## config.mk

```make
export PLATFORM = sky130hd
export DESIGN_NAME = fifo_pop_stage
export DESIGN_NICKNAME = d
export VERILOG_FILES = /design/src/rtl/common_cells_pkg.sv /design/src/rtl/beat_counter.sv /design/src/rtl/fifo_pop_stage.sv
export SDC_FILE = /design/constraint.sdc
export NUM_CORES = 1
export LEC_CHECK = 0
export CAP_MARGIN = 40
export CORE_ASPECT_RATIO = 0.75
export CORE_MARGIN = 1
export CORE_UTILIZATION = 50
export CTS_CLUSTER_DIAMETER = 80
export DETAILED_ROUTE_END_ITERATION = 8
export PLACE_DENSITY = 0.8
export SLEW_MARGIN = 20
export SYNTH_ARGS = -nofsm -noshare
export SYNTH_HDL_FRONTEND = slang
export SYNTH_SLANG_ARGS = --single-unit
```

## constraint.sdc

```tcl
create_clock -name clk_i -period 3.1 [get_ports clk_i]
set_input_delay 0.775 -clock clk_i [delete_from_list [all_inputs] [get_ports clk_i]]
set_output_delay 0.775 -clock clk_i [all_outputs]
set_load 0.02 [all_outputs]
```

## src/rtl/common_cells_pkg.sv

```systemverilog
// rtl/common_cells_pkg.sv - shared types and constants for the common-cells FIFO stages
package common_cells_pkg;

    typedef enum logic [1:0] {
        EMPTY = 2'd0,
        ONE   = 2'd1,
        FULL  = 2'd2
    } pop_state_e;

    localparam int POP_OCC_WIDTH = 2;

endpackage

```

## src/rtl/beat_counter.sv

```systemverilog
// rtl/beat_counter.sv - wrapping event counter with synchronous clear
module beat_counter #(
    parameter int WIDTH = 16
) (
    input  logic             clk_i,
    input  logic             rst_i,
    input  logic             clear_i,
    input  logic             en_i,
    output logic [WIDTH-1:0] count_o
);

    logic [WIDTH-1:0] count_q;
    logic [WIDTH-1:0] count_d;

    always_comb begin
        count_d = count_q;
        if (clear_i) begin
            count_d = '0;
        end else if (en_i) begin
            count_d = count_q + WIDTH'(1);
        end
    end

    always_ff @(posedge clk_i or posedge rst_i) begin
        if (rst_i) begin
            count_q <= '0;
        end else begin
            count_q <= count_d;
        end
    end

    assign count_o = count_q;

endmodule

```

## src/rtl/fifo_pop_stage.sv

```systemverilog
// rtl/fifo_pop_stage.sv - drains a non-fall-through FIFO into a registered valid/ready stream
module fifo_pop_stage
    import common_cells_pkg::*;
#(
    parameter type dtype     = logic [31:0],
    parameter int  CNT_WIDTH = 16
) (
    input  logic                     clk_i,
    input  logic                     rst_i,
    input  logic                     flush_i,
    input  logic                     fifo_empty_i,
    input  dtype                     fifo_data_i,
    output logic                     fifo_pop_o,
    output logic                     valid_o,
    input  logic                     ready_i,
    output dtype                     data_o,
    output logic [POP_OCC_WIDTH-1:0] occupancy_o,
    output logic [CNT_WIDTH-1:0]     beats_o
);

    pop_state_e state_q;
    pop_state_e state_d;
    dtype       a_q;
    dtype       a_d;
    dtype       b_q;
    dtype       b_d;
    logic       fill;
    logic       hs;

    assign fill = fifo_pop_o;
    assign hs   = valid_o & ready_i;

    always_ff @(posedge clk_i or posedge rst_i) begin
        if (rst_i) begin
            state_q <= EMPTY;
            a_q     <= '0;
            b_q     <= '0;
        end else begin
            state_q <= state_d;
            a_q     <= a_d;
            b_q     <= b_d;
        end
    end

    // A always holds the older entry; B is only written when A is stalled.
    always_comb begin
        state_d = state_q;
        a_d     = a_q;
        b_d     = b_q;
        if (flush_i) begin
            state_d = EMPTY;
        end else begin
            case (state_q)
                EMPTY: begin
                    if (fill) begin
                        a_d     = fifo_data_i;
                        state_d = ONE;
                    end
                end
                ONE: begin
                    if (hs && fill) begin
                        a_d = fifo_data_i;
                    end else if (hs) begin
                        state_d = EMPTY;
                    end else if (fill) begin
                        b_d     = fifo_data_i;
                        state_d = FULL;
                    end
                end
                FULL: begin
                    if (hs) begin
                        a_d     = b_q;
                        state_d = ONE;
                    end
                end
                default: state_d = EMPTY;
            endcase
        end
    end

    // Pop depends only on registered state, keeping ready_i off the pop path.
    always_comb begin
        fifo_pop_o  = !rst_i && !flush_i && !fifo_empty_i && (state_q != FULL);
        valid_o     = (state_q != EMPTY);
        data_o      = a_q;
        occupancy_o = '0;
        case (state_q)
            ONE:     occupancy_o = POP_OCC_WIDTH'(1);
            FULL:    occupancy_o = POP_OCC_WIDTH'(2);
            default: occupancy_o = '0;
        endcase
    end

    beat_counter #(
        .WIDTH (CNT_WIDTH)
    ) u_beat_counter (
        .clk_i   (clk_i),
        .rst_i   (rst_i),
        .clear_i (flush_i),
        .en_i    (hs),
        .count_o (beats_o)
    );

endmodule

```

Word-level counts from Yosys, hierarchy flattened
Index checks and enable logic that the tools add are counted.
Storage, ports and cells
  register bits after elaboration: 82
  input port bits: 37
  output and inout port bits: 52
  logic and storage cells: 47
Operators by class
  $add $sub $neg: 1
  equality and inequality tests: 10
  muxes and demuxes: 14
  bitwise logic cells: 4
  reduce and logical (&&, ||, !) cells: 14
Operator list (number)
  32-bit 2-to-1 mux: 3
  32-bit one-hot mux with 3 select lines: 1
  16-bit 2-to-1 mux: 2
  16-bit by 1-bit adder with 16-bit output, second input constant: 1
  2-bit 2-to-1 mux: 6
  5-bit AND reduction: 2
  3-bit != test, second input constant: 3
  2-bit != test, second input constant: 4
  2-bit one-hot mux with 3 select lines: 1
  1-bit logical AND: 4
  4-bit != test, second input constant: 1
  2-bit one-hot mux with 2 select lines: 1
  4-bit AND reduction: 1
  2-bit nonzero test: 2
  1-bit logical NOT: 3
  1-bit inverter: 3
  3-bit nonzero test: 1
  2-bit by 1-bit equality test with 1-bit output, second input constant: 1
  2-bit equality test, second input constant: 1
  2-bit logical NOT: 1
  1-bit AND: 1

Longest topological paths before layout
Gate-level depths: netlist of run 1.
  word-level depth: 9
  gate-level depth with buffers: 6
  gate-level depth less buffers: 5

Cells and area by module
From an unflattened synthesis of run 1, not the netlist that was laid out.
Second synthesis, totals
  cell total of the unflattened synthesis: 309
  area, all modules: 3766.1 um^2
Modules (own cells, without submodules)
  fifo_pop_stage: instances 1, cells an instance 227, area an instance 2957.8 um^2, sequential area each 1651.6 um^2
  beat_counter: instances 1, cells an instance 82, area an instance 808.3 um^2, sequential area each 400.4 um^2

Worst setup path after synthesis of run 1
Ideal clock, no wire load.
  path kind: input to output
  start point: input port flush_i
  end point: output port fifo_pop_o
  arrival time: 1.876 ns
  data required time: 2.325 ns
  setup slack: 0.449 ns
  stages on the path: 3
  path buffers: 2
  cells stage by stage: clkbuf_1 clkbuf_1 nor4_1
On the way
  word-level cells in the longest chain between the ends: 4
RTL lines
  start: declaration: RTL line fifo_pop_stage.sv:10  | input logic flush_i,
  1-bit logical NOT: RTL line fifo_pop_stage.sv:83  | fifo_pop_o = !rst_i && !flush_i && !fifo_empty_i && (state_q != FULL);
  1-bit logical AND (3 in series): RTL line fifo_pop_stage.sv:83
  end: declaration: RTL line fifo_pop_stage.sv:13  | output logic fifo_pop_o,
Every way passes these cells.

Final worst setup path of run 1
  start point: input port fifo_empty_i
  end point: output port fifo_pop_o
On the way
  word-level cells in the longest chain between the ends: 3
RTL lines
  start: declaration: RTL line fifo_pop_stage.sv:11  | input logic fifo_empty_i,
  1-bit logical NOT: RTL line fifo_pop_stage.sv:83
  1-bit logical AND (2 in series): RTL line fifo_pop_stage.sv:83
Every way passes these cells.

==> results of run 1 <==
==> Yosys cell counts, drive strengths merged <==
library cell,n
o2111a,1
nor4b,1
nor4,3
a31oi,1
mux2,35
dfrtp,82
xnor2,6
nor3,6
buf,8
o2111ai,1
a21oi,4
nor2b,4
ha,1
clkbuf,13
or2,2
or4b,1
inv,5
nand3,4
o21ai,67
nand2b,3
or3,1
xor2,4
mux2i,33
nor2,17
and3,2
a31o,1
o211ai,1
nand2,6
and3b,1
nand4,2
==> flip-flops by register name, indices dropped and copies added (netlist names) <==
name	count
b_q	32
data_o	32
state_q	2
u_beat_counter.count_o	16
==> worst max path at each step <==
stage / startpoint / end / slack [ns] / depth (start not counted)
floorplan: rst_i / b_q[0]$_DFFE_PP0P_ / 0.22 / 1
global placement: fifo_empty_i / fifo_pop_o / 0.21 / 3
detailed placement: rst_i / b_q[1]$_DFFE_PP0P_ / 0.18 / 6
CTS: fifo_empty_i / fifo_pop_o / 0.20 / 3
global route: fifo_empty_i / fifo_pop_o / 0.11 / 3
finish: fifo_empty_i / fifo_pop_o / 0.22 / 3
==> critical path: cells and delay by family <==
kind,cells,cell delay [ns]
and+or+nand+nor,1,0.24
buffers and inverters,2,1.09
==> layer usage <==
| layer | wire (um) | vias to the layer above |
|---|---|---|
| met2 | 3630 | 74 |
| met3 | 459 | 7 |
| met5 | 0 | - |
| met4 | 68 | 0 |
| met1 | 3860 | 1312 |
| li1 | - | 1284 |
==> final cells by class <==
cell class | count | area, um2 | area share
Inverter | 5 | 20.0 | 0.00405
Sequential cell | 82 | 2050 | 0.416
Clock buffer | 11 | 141 | 0.0286
Clock inverter | 3 | 65.1 | 0.0132
Multi-Input combinational cell | 208 | 1580 | 0.319
Timing Repair Buffer | 96 | 961 | 0.195
Tap cell | 98 | 123 | 0.0248
==> through the flow <==
step,util,cells,total power [uW],setup WS [ns]
finish,0.703,503,2710,0.217
floorplan,-,316,1620,0.217
detailed placement,0.673,489,1910,0.178
global route,0.703,503,2830,0.111
CTS,0.703,503,2730,0.204
global placement,0.673,489,1890,0.215
==> cells in the final DEF (no fill, tap or decap), types with 4 or more instances in the layout <==
master / Yosys / final
o21ai_0: 67 / 67
nor3_1: 6 / 6
inv_1: 5 / 4
clkbuf_8: 0 / 10
a21oi_1: 4 / 4
nor2_1: 17 / 17
nand2_1: 6 / 6
nor2b_1: 4 / 4
buf_4: 0 / 6
mux2_1: 9 / 9
clkdlybuf4s50_1: 0 / 87
mux2_4: 20 / 20
mux2_2: 6 / 6
xor2_1: 4 / 4
nand3_1: 4 / 4
dfrtp_1: 82 / 82
xnor2_1: 6 / 6
mux2i_1: 33 / 33
==> cells by family (layout without fill, tap and decap cells) <==
kind of cell / after synthesis / count (layout)
buffers and inverters: 26 / 115
AND/OR/NAND/NOR: 53 / 53
flip-flops: 82 / 82
multiplexers: 68 / 68
XOR/XNOR: 10 / 10
AO/OA/AOI/OAI: 76 / 76
adder cells (fa/ha/maj): 1 / 1
==> power breakdown <==
| part | internal (uW) | switching, uW | leakage (uW) |
|---|---|---|---|
| Clock | 466 | 352 | 0.000105 |
| Sequential | 1230 | 90.3 | 0.00107 |
| Combinational | 309 | 261 | 0.00122 |
| Total | 2000 | 703 | 0.00240 |
==> run metrics, run 1 <==
status=finished, final reports clean; cell-by-cell trace of the critical path=clkdlybuf4s50_1, nor4_1, clkdlybuf4s50_1; final setup violating endpoints=0; drt first pass iters=4; DIE HEIGHT=around 77 um; area leader, netlist=dfrtp_1; Antenna diodes=0; number of global-route vias before repair=2833; RSZ-0062 raised after global routing=false; HP Start=b_q[6]$_DFFE_PP0P_; PwrDens=548 mW/mm2; CTS resizes=0; ranking of synthesized cells by area=dfrtp_1, o21ai_0, mux2i_1, mux2_4, mux2_1; Setup Fix Bufs, Post-CTS=0; FP Rows=26; slowest CP cell=clkdlybuf4s50_1; Leak=0.00240 uW; worst skew pair latency=0.34 ns; Yosys top cell area share=0.548; R2R Path Start=state_q[0]$_DFFE_PP0P_; Port Buffers=between 80 and 90; hold buffers post-CTS=0; Seq/Total Area, Yosys=0.548; clock skew=0.00564 ns; minimum clock period=2.88 ns; DR DRC count=0; WP data arrival=~2.1 ns; crit path kind=in -> out; Slew headroom=0.620; DIE AREA=0.00785 mm2; DR vias=2677; RR Endpoint=b_q[1]$_DFFE_PP0P_; XOR/XNOR share of the synthesized area=0.0234; maximum clock rate=0.347 GHz; GR peak layer=met2; clk sinks=82; mux share of post-synthesis cell area=0.213; root buffer cell=clkbuf_8; WHS=0.493 ns; Yosys Warn Count=0; Hold Path Class=reg -> reg; Simple-Gate Fraction of Synth Area=0.0721; design area=0.00494 mm2; overall routed net length=8.02 mm; Initial Utilization=0.533; Worst-path clk slew=0.07 ns; Die X=102 um; post-route ant nets=0; nets=440; total gr overflow=0; Vias/cell=5.32; met1 Usage GRT=0.318; Hold EP=b_q[6]$_DFFE_PP0P_; worst reg2reg path depth=4; WHS Path Cells=1; Final TNS setup=0 ns; r2r setup slk=1.07 ns; Compound-Gate Fraction of Synth Area=0.106; IO Pins=89; largest family of logic cells by synthesized area=multiplexers; Initial DRC Count=100; Syn Nets=354; core area=~0.0070 mm2; Cells after Synth=316; transition time of the tightest slew-check pin=0.570 ns; Mapped Avg Cell Area=11.9 um2; level count of the clock H-tree=3; Fill cells=roughly 560; largest net degree at the start of global routing=56; GR Layer Usage met2=0.342; WP data required=2.32 ns; post-synthesis adder-cell area fraction=0.00334; Critical Path Max Stage Delay=0.64 ns; global-route wire length before repair=roughly 14 mm; CTS tree=yes; met3 usage=0.0602; Top cell by count, worst path=clkdlybuf4s50_1; number of max-cap violations=0; CP max FO=4; Slew Limit Fails=0; flops & latches, synth=82; Post-Synthesis Cell Area=0.00375 mm2; Tcrit/Tclk final=0.930; layout cells sized above 1=0.136; global-route usage over all layers=0.225; post-DP HPWL=5.25 mm; Netlist cell types=33; total CTS buffers=9; critical path launch point type=input pin; Layout Area Growth over Synthesis=31.8%; drt wl/cell=15.9 um; Hold Fails Final Rpt=0; area post-placement=0.00473 mm2; initial antenna violation count=0; Routability Congestion=0.752; maximum clock insertion buffer count=2; crit end category=output port; maximum VDD drop=314 uV
(Power assumes the default switching activity.)
==> inputs of run 2 (changes only) <==
- GPL_TIMING_DRIVEN: not set -> 0
==> run metrics, run 2 (same netlist as run 1, synthesis figures left out) <==
status=finished, final reports clean; Hold EP=b_q[7]$_DFFE_PP0P_; RR Endpoint=data_o[20]$_DFFE_PP0P_; switching share of total power=0.277; Layout Area Growth over Synthesis=32.7%; R2R Path Start=state_q[1]$_DFFE_PP0P_; HP Start=b_q[7]$_DFFE_PP0P_; level count of the clock H-tree=3; Tcrit/Tclk final=0.925; internal power=1930 uW; DIE AREA=between 0.007 and 0.008 mm2; maximum clock rate=0.349 GHz; Antenna diodes=0; commonest cells after routing, fill and taps aside=clkdlybuf4s50_1, dfrtp_1, o21ai_0, mux2i_1, mux2_4; setup ws final=0.233 ns; number of max-cap violations=0; WP data arrival=2.09 ns; Worst-path clk slew=0.08 ns; pre-CTS WS=-0.472 ns; Hold Fails Final Rpt=0; CTS tree=yes; Hold Path Class=reg -> reg; crit path kind=in -> out; Fill cells=between 500 and 600; crit end category=output port; Slew Limit Fails=0; power share of the clock group=0.289; final setup violating endpoints=0; Slew headroom=0.530; PwrDens=536 mW/mm2; CP max FO=12; maximum VDD drop=~350 uV; r2r setup slk=about 1 ns; Comb pwr share=0.217; commonest non-fill, non-tap cell in the layout=clkdlybuf4s50_1; CTS resizes=3; Vias/cell=5.43; maximum clock insertion buffer count=2; transition time of the tightest slew-check pin=0.698 ns; layout cells sized above 1=0.131; DIE HEIGHT=77.0 um; root buffer cell=clkbuf_8; core area=0.00703 mm2; Flop pwr share=0.494; Initial DRC Count=114; total CTS buffers=9; IO Pins=89; WHS Path Cells=1; hold buffers post-CTS=0; critical path launch point type=input pin; DR vias=2815; global-route wire length before repair=14.4 mm; DR DRC count=0; worst skew pair latency=0.35 ns; nets=between 400 and 500; clk sinks=82; overall routed net length=8.43 mm; global-route usage over all layers=0.237; RSZ-0062 raised after global routing=false; drt first pass iters=5; post-route ant nets=0; Setup Fix Bufs, Post-CTS=0; Initial Utilization=0.533; switching power=738 uW; minimum clock period=2.87 ns; worst reg2reg path depth=6; Die X=102 um; Routability Congestion=roughly 0.77; largest net degree at the start of global routing=48; WP data required=2.32 ns; FP Rows=26; post-DP HPWL=around 5.9 mm; WHS=around 0.50 ns; initial antenna violation count=0; total gr overflow=0; Leak=between 0.002 and 0.0025 uW; number of global-route vias before repair=2908; PnR Total Power=approximately 2700 uW; Port Buffers=88; drt wl/cell=16.3 um; clock skew=0.00887 ns
## run 2: changes by cell type in the layout (fill, tap and decap cells not counted), sizes merged
| cell | before | now |
|---|---|---|
| inv | 4 | 5 |
| clkbuf | 11 | 23 |
| clkdlybuf4s50 | 87 | 86 |
| bufinv | 2 | 1 |
| clkinv | 2 | 4 |
| dlygate4sd2 | 0 | 2 |
## run 2: stage by stage
stage                     utilization  std cells  TNS (ns)  instance area (um2)
final                           0.707        518         0                 4970
after global routing            0.707        518         0                 4970
after CTS                       0.707        518         0                 4970
after detailed placement        0.680        503    -0.472                 4780
after global placement          0.676        502    -97.61                 4750
after floorplan                     -        316         0                 3750
## run 2: how the worst max path moves through the flow
stage / startpoint / slack (ns) / end / cells after the start
3_3_place_gp: rst_i / -1.19 / b_q[29]$_DFFE_PP0P_ / 2
3_5_place_dp: flush_i / -0.47 / fifo_pop_o / 5
4_1_cts: flush_i / 0.23 / fifo_pop_o / 4
6_report: flush_i / 0.23 / fifo_pop_o / 4
5_1_grt: flush_i / 0.13 / fifo_pop_o / 4
2_1_floorplan: rst_i / 0.22 / b_q[0]$_DFFE_PP0P_ / 1
## run 2: worst max-delay path, cell delays in order
cell           delay (ns)
dlygate4sd2_1        0.38
clkbuf_2             0.28
nor4_1               0.29
dlygate4sd2_1        0.36
## run 2: power by group through the flow
stage          Sequential (uW)  Clock (uW)  Combinational, uW
4_1_cts                   1310         780                585
3_3_place_gp              1330           0                562
5_1_grt                   1340         826                626
6_report                  1320         770                580
3_5_place_dp              1330           0                584
2_1_floorplan             1410           0                209
## run 2: layout make-up
type / count / area [um2] / share of cell area
repair buffers: 89 / 906 / 0.182
clock inverters: 5 / 53.8 / 0.0108
inverters: 5 / 21.3 / 0.00428
multi-input cells: 208 / 1570 / 0.315
plain buffers: 20 / 105 / 0.0211
clock buffers: 11 / 141 / 0.0284
well taps: 98 / 123 / 0.0247
flip-flops and latches: 82 / 2050 / 0.413
## run 2: layer usage
metal | GRT usage | up-vias | share of wire
li1 | - | 1315 | -
met5 | 0 | - | 0
met4 | 0.0700 | 0 | 0.012
met2 | 0.371 | 80 | 0.46
met3 | 0.0611 | 11 | 0.060
met1 | 0.324 | 1409 | 0.46
